File: config.mk
export PLATFORM = sky130hd
export DESIGN_NAME = trng_deserializer
export DESIGN_NICKNAME = d
export VERILOG_FILES = /design/src/rtl/trng_pkg.sv /design/src/rtl/sat_counter.sv /design/src/rtl/trng_deserializer.sv
export SDC_FILE = /design/constraint.sdc
export NUM_CORES = 1
export LEC_CHECK = 0
export CORE_MARGIN = 3
export CORE_UTILIZATION = 53
export CTS_BUF_LIST = sky130_fd_sc_hd__clkbuf_8
export DETAILED_ROUTE_END_ITERATION = 7
export PLACE_DENSITY_LB_ADDON = 0.3
export SYNTH_ARGS = -nofsm -noshare
export SYNTH_HDL_FRONTEND = slang
export SYNTH_SLANG_ARGS = --single-unit
File: constraint.sdc
create_clock -name clk -period 2.9 [get_ports clk]
set_input_delay 0.58 -clock clk [delete_from_list [all_inputs] [get_ports clk]]
set_output_delay 0.58 -clock clk [all_outputs]
set_load 0.005 [all_outputs]
File: src/rtl/trng_pkg.sv
// ============================================================================
// Module      : trng_pkg
// Description : Shared widths and types for the TRNG datapath.
// Revision    : 1.0 - initial release
// ============================================================================
`default_nettype none

package trng_pkg;
    localparam int TRNG_WORD_W = 8;
    localparam int TRNG_DROP_W = 16;

    typedef logic [TRNG_WORD_W-1:0] trng_word_t;
endpackage

`default_nettype wire

File: src/rtl/sat_counter.sv
// ============================================================================
// Module      : sat_counter
// Description : Up-counter that sticks at all-ones; used for TRNG health stats.
// Revision    : 1.0 - initial release
// ============================================================================
`default_nettype none

module sat_counter #(
    parameter int W = 16
) (
    input  logic         clk,
    input  logic         rst,
    input  logic         inc,
    output logic [W-1:0] count
);
    logic [W-1:0] count_q;

    always_ff @(posedge clk) begin
        if (rst) begin
            count_q <= '0;
        end else if (inc && (count_q != '1)) begin
            count_q <= count_q + 1'b1;
        end
    end

    assign count = count_q;
endmodule

`default_nettype wire

File: src/rtl/trng_deserializer.sv
// ============================================================================
// Module      : trng_deserializer
// Description : Packs the serial entropy bit stream into words behind a
//               one-entry valid/ready register; words that find it full are
//               dropped and counted so the bit source never stalls.
// Revision    : 1.0 - initial release
// ============================================================================
`default_nettype none

module trng_deserializer
    import trng_pkg::*;
#(
    parameter int WIDTH  = TRNG_WORD_W,
    parameter int DROP_W = TRNG_DROP_W
) (
    input  logic              clk,
    input  logic              rst,
    input  logic              bit_in,
    input  logic              bit_valid,
    output logic [WIDTH-1:0]  word_out,
    output logic              word_valid,
    input  logic              word_ready,
    output logic              overflow,
    output logic [DROP_W-1:0] drop_count
);
    localparam int CW = (WIDTH > 2) ? $clog2(WIDTH) : 1;
    localparam logic [CW-1:0] CNT_MAX = CW'(WIDTH - 1);

    typedef enum logic [0:0] {
        ST_EMPTY = 1'b0,
        ST_FULL  = 1'b1
    } out_state_e;

    out_state_e       state_q, state_d;
    logic [CW-1:0]    cnt_q, cnt_d;
    logic [WIDTH-2:0] shreg_q, shreg_d;
    logic [WIDTH-1:0] word_q, word_d;
    logic             overflow_q;
    logic             w_shift_valid;
    logic [WIDTH-1:0] w_shift;
    logic             w_complete;
    logic             w_drop;

    // The full shift value doubles as the completed word on the last bit.
    assign w_shift    = {shreg_q, bit_in};
    assign w_complete = bit_valid && (cnt_q == CNT_MAX);
    assign w_shift_valid = bit_valid;

    always_comb begin
        shreg_d = shreg_q;
        cnt_d   = cnt_q;
        if (w_shift_valid) begin
            shreg_d = w_shift[WIDTH-2:0];
            cnt_d   = w_complete ? '0 : cnt_q + 1'b1;
        end
    end

    always_comb begin
        state_d = state_q;
        word_d  = word_q;
        w_drop  = 1'b0;
        case (state_q)
            ST_EMPTY: begin
                if (w_complete) begin
                    word_d  = w_shift;
                    state_d = ST_FULL;
                end
            end
            ST_FULL: begin
                if (w_complete) begin
                    if (word_ready) begin
                        word_d = w_shift;
                    end else begin
                        w_drop = 1'b1;
                    end
                end else if (word_ready) begin
                    state_d = ST_EMPTY;
                end
            end
            default: state_d = ST_EMPTY;
        endcase
    end

    always_ff @(posedge clk) begin
        if (rst) begin
            state_q    <= ST_EMPTY;
            cnt_q      <= '0;
            shreg_q    <= '0;
            word_q     <= '0;
            overflow_q <= 1'b0;
        end else begin
            state_q    <= state_d;
            cnt_q      <= cnt_d;
            shreg_q    <= shreg_d;
            word_q     <= word_d;
            overflow_q <= overflow_q | w_drop;
        end
    end

    sat_counter #(
        .W (DROP_W)
    ) u_drop_cnt (
        .clk   (clk),
        .rst   (rst),
        .inc   (w_drop),
        .count (drop_count)
    );

    assign word_out   = word_q;
    assign word_valid = (state_q == ST_FULL);
    assign overflow   = overflow_q;
endmodule

`default_nettype wire

-- After elaboration in Yosys (flattened, before gate mapping)
Cells that the tools add are included.
- register bits after elaboration: 36
- latch bits: 0
- memory bits (writable): 0
- memory bits (read-only): 0
- input bits: 5
- output and inout port bits: 26
- logic and storage cells: 29
- memories: 0
- add/subtract/negate cells: 2
- multiply operators: 0
- divide/modulo/power cells: 0
- magnitude comparators: 0
- eq/ne operators: 5
- shift operators: 0
- mux-type cells: 11
- bitwise logic cells: 2
- reductions and logical operators: 3
- operator list (cell ; number):
    two-way mux 8 bit ; 3
    adder 16 x 1 -> 16 bit (second input constant) ; 1
    != test 16 bit (second input constant) ; 1
    case mux 8 bit (2 select lines) ; 1
    two-way mux 1 bit ; 5
    != test 2 bit (second input constant) ; 2
    adder 3 x 1 -> 3 bit (second input constant) ; 1
    equality test 3 bit (second input constant) ; 1
    two-way mux 3 bit ; 1
    AND reduction 3 bit ; 1
    logical AND 1 bit ; 2
    != test 2 x 1 -> 1 bit (second input constant) ; 1
    case mux 1 bit (2 select lines) ; 1
    NOT 1 bit ; 1
    OR 1 bit ; 1

-- Logic depth before layout (Yosys ltp)
- depth after elaboration: 5
- gate-level depth with buffers: 8
- mapped depth without buffers: 6

-- Cells and area by module
Synthesis repeated with hierarchy kept, for this count alone.
- cell total of the unflattened synthesis: 180
- area, all modules: 1632.8 sq um
- modules (own cells, without submodules) (module ; times used ; cells each ; area each (sq um) ; seq. area each (sq um)):
    sat_counter ; 1 ; 99 ; 848.3 ; 320.3
    trng_deserializer ; 1 ; 81 ; 784.5 ; 400.4

-- Least setup slack after synthesis
No wires, ideal clock.
- kind: register to register
- start point: reg cnt_q[0]
- end point: reg u_drop_cnt.count_q[14] (netlist: u_drop_cnt.count[14])
- library setup time: 0.123 ns
- arrival time: 1.938 ns
- data required time: 2.777 ns
- setup slack: 0.838 ns
- stages on the path, launching flop included: 9
- buffers on the path: 2
- clock period less this slack: 2.062 ns
- path through: dfxtp_1 > ha_1 > ha_1 > nand4b_1 > buf_2 > or3_1 > clkbuf_2 > nor4_1 > mux2_1
- cells in the longest elaborated chain, start to end: 5
- ends and longest elaborated chain (item ; RTL line ; source):
    from (decl) ; trng_deserializer.sv:35 ; logic [CW-1:0] cnt_q, cnt_d;
    from (signal assigned) ; trng_deserializer.sv:93 ; cnt_q <= cnt_d;
    equality test 3 bit ; trng_deserializer.sv:46 ; assign w_complete = bit_valid && (cnt_q == CNT_MAX);
    logical AND 1 bit ; trng_deserializer.sv:46 ;
    two-way mux 1 bit ; trng_deserializer.sv:70 ; if (w_complete) begin
    two-way mux 1 bit ; trng_deserializer.sv:62 ; case (state_q)
    logical AND 1 bit ; sat_counter.sv:21 ; end else if (inc && (count_q != '1)) begin
    to (signal assigned) ; sat_counter.sv:22 ; count_q <= count_q + 1'b1;
    to (decl) ; sat_counter.sv:16 ; logic [W-1:0] count_q;
No other way between the ends.
A chain may end at the register's enable or synchronous reset.

-- Final worst setup path
- start point: in word_ready
- end point: reg u_drop_cnt.count_q[13] (netlist: u_drop_cnt.count[13])
- cells in the longest elaborated chain, start to end: 4
- ends and longest elaborated chain (item ; RTL line ; source):
    from (decl) ; trng_deserializer.sv:22 ; input logic word_ready,
    two-way mux 1 bit ; trng_deserializer.sv:71 ; if (word_ready) begin
    two-way mux 1 bit ; trng_deserializer.sv:70 ;
    two-way mux 1 bit ; trng_deserializer.sv:62 ;
    logical AND 1 bit ; sat_counter.sv:21 ;
No other way between the ends.

==> summary.md <==
| Metric | Value |
|---|---|
| Slew headroom | `0.5954` |
| Worst Hold End | `cnt_q[2]$_SDFFE_PP0P_` |
| DIE AREA | `3668 sq um` |
| N_diodes | `0` |
| Top-area cell type share of the netlist area | `0.4568` |
| Area grow syn2layout | `28.55%` |
| Status | `complete, no violations` |
| Filler cells | `210` |
| First-pass GRT wire length | `5658 um` |
| Type of the worst setup path | `primary input to register` |
| Hold WS | `476.9 ps` |
| Final cell count without fillers | `236` |
| Setup tns final | `0 ps` |
| Wirelength, routed | `3333 um` |
| DRC | `0` |
| Hold buffers post-CTS | `0` |
| Count leader, synth | `dfxtp_1` |
| Post-synth ARST share | `0` |
| Core area | `2805 sq um` |
| Clk root buf | `clkbuf_8` |
| Initial core utilization | `0.5624` |
| DR vias | `1,394` |
| Core Util, Final | `0.7230` |
| Max-slew violation count | `0` |
| Synth Flop Type | `dfxtp_1` |
| Cell Count Post-Placement | `228` |
| CTS max path bufs | `2` |
| Largest net degree at the start of global routing | `16` |
| Total GRT Usage | `0.2069` |
| Yosys top cell by area | `dfxtp_1` |
| Min Tclk post-route | `2245 ps` |
| Flop and latch count out of synthesis | `36` |
| Worst setup EP type | `register` |
| Final Cell Area | `2028 sq um` |
| Hold WC Path Type | `register to register` |
| Unrepaired setup endpoints after global routing | `false` |
| H-tree depth | `2` |
| Leak | `0.6992 nW` |
| Sequential fraction of the synthesis area | `0.4568` |
| Crit path max fanout | `6` |
| Vias in the first global route | `1,269` |
| Setup violations, final | `0` |
| Req. time, crit path | `3070 ps` |
| Most frequent cells after synthesis | `dfxtp_1 (36), nor2_1 (23), mux2i_1 (17), a21oi_1 (14)` |
| Yosys warns | `0` |
| Setup Buffers After CTS | `0` |
| CTS resizes | `0` |
| Synth area leaders | `dfxtp_1 (46%), mux2i_1 (11%), nor2_1 (5.5%)` |
| GR Overflow Total | `0` |
| Die W | `60.56 um` |
| R2r worst-path depth | `6` |
| Hold Fails Final Rpt | `0` |
| HPWL Detailed | `2399 um` |
| Mapped Avg Cell Area | `9.227 sq um` |
| Final Cycle Share | `0.7743` |
| Fin nets | `212` |
| Starting DRT DRC Count | `111` |
| Crit path arrival time | `2420 ps` |
| EDFF count, synth | `0` |
| ANT nets after route | `0` |
| RePlAce Congestion | `0.7872` |
| Clock transition at path regs | `70 ps` |
| Cell variety after synth | `35` |
| Placed Area | `1921 sq um` |
| Routed length per instance | `14.12 um` |
| Slew @ Worst Pin | `602.3 ps` |
| Syn nets | `179` |
| CTS Sinks | `36` |
| Io pins | `31` |
| Share of layout cells above drive strength 1 | `0.07317` |
| Port bufs | `30` |
| Post-place setup slack | `357.0 ps` |
| Power after layout | `0.9580 mW` |
| Setup ws final | `654.6 ps` |
| Critical Path Start Type | `primary input` |
| Pwr/cell area | `472.3 nW/um^2` |
| Worst reg2reg startpoint | `cnt_q[0]$_SDFFE_PP0P_` |
| Worst skew pair latency | `280 ps` |
| Worst R2R End | `u_drop_cnt.count[13]$_SDFFE_PP0P_` |
| CTS tree | `done` |
| Via/cell ratio | `5.907` |
| Maxcap violations | `0` |
| Mapped Cells | `171` |
| Max frequency | `0.4454 GHz` |
| Post-Syn Area | `1578 sq um` |
| Total CTS buffers | `5` |
| VDD IR max | `0.4586 mV` |
| Hold path startpoint | `cnt_q[2]$_SDFFE_PP0P_` |
| Skew final | `2.208 ps` |
| Initial antenna violation count | `0` |
| DR pass1 iterations | `4` |
| Worst hold stages | `2` |
| Die Y | `60.56 um` |
| Core Rows | `19` |
| Register-to-Register Setup Slack | `670 ps` |
cell families after synthesis:
group | Yosys count | synth area share
DFF | 36 | 0.4568
muxes | 20 | 0.1293
and+or+nand+nor | 73 | 0.2569
AOI/OAI and AO/OA | 28 | 0.1047
buffers and inverters | 11 | 0.02854
adders and majority gates | 3 | 0.02379
power breakdown:
part | total [mW] | internal (mW) | switching [mW]
Sequential | 0.501 | 0.498 | 0.00293
Combinational | 0.0325 | 0.0153 | 0.0172
Clock | 0.424 | 0.251 | 0.173
routing by layer:
metal,GRT usage,wire length (um),up-vias,share of wire
met5,0,0,-,0
met4,0.08669,80,0,0.024
met3,0.06809,191,10,0.057
met2,0.3252,1651,51,0.50
met1,0.2604,1410,642,0.42
li1,-,-,691,-
area by class of cell:
cell class                      count  area, sq um  share of cell area
Multi-Input combinational cell    124        812.0              0.4004
Sequential cell                    36        720.7              0.3553
Timing Repair Buffer               36        345.3              0.1703
Clock buffer                        5        68.82             0.03393
Clock inverter                      3        38.79             0.01912
Tap cell                           31        38.79             0.01912
Inverter                            1        3.754            0.001851
flip-flops by register name, indices dropped and copies added, names as in the netlist:
name,flops
u_drop_cnt.count,16
cnt_q,3
shreg_q,7
word_valid,1
word_out,8
overflow,1
layout by cell type, fill, tap and decap left out, types with 6 or more instances in the layout:
cell type        instances
dfxtp_1                 36
clkdlybuf4s50_1         30
nor2_1                  23
mux2i_1                 17
a21oi_1                 14
nand2_1                  8
o31ai_1                  8
or4_1                    8
buf_4                    6
critical path: stages:
cell and delay, ps:
clkdlybuf4s50_1 420, nand4b_1 240, or3_1 510, nor4b_1 310, mux2_1 360
worst max-delay path by stage:
stage                           from                           endpoint  slack, ps  depth (start not counted)
4_1_cts                   word_ready  u_drop_cnt.count[13]$_SDFFE_PP0P_        660                          5
6_report                  word_ready  u_drop_cnt.count[13]$_SDFFE_PP0P_        650                          5
5_1_grt        cnt_q[0]$_SDFFE_PP0P_   u_drop_cnt.count[9]$_SDFFE_PP0P_        480                          6
3_3_place_gp              word_ready  u_drop_cnt.count[13]$_SDFFE_PP0P_        410                          5
2_1_floorplan  cnt_q[0]$_SDFFE_PP0P_  u_drop_cnt.count[14]$_SDFFE_PP0P_        840                          8
3_5_place_dp              word_ready  u_drop_cnt.count[13]$_SDFFE_PP0P_        360                          5
Power figures use the tool's default switching activity.
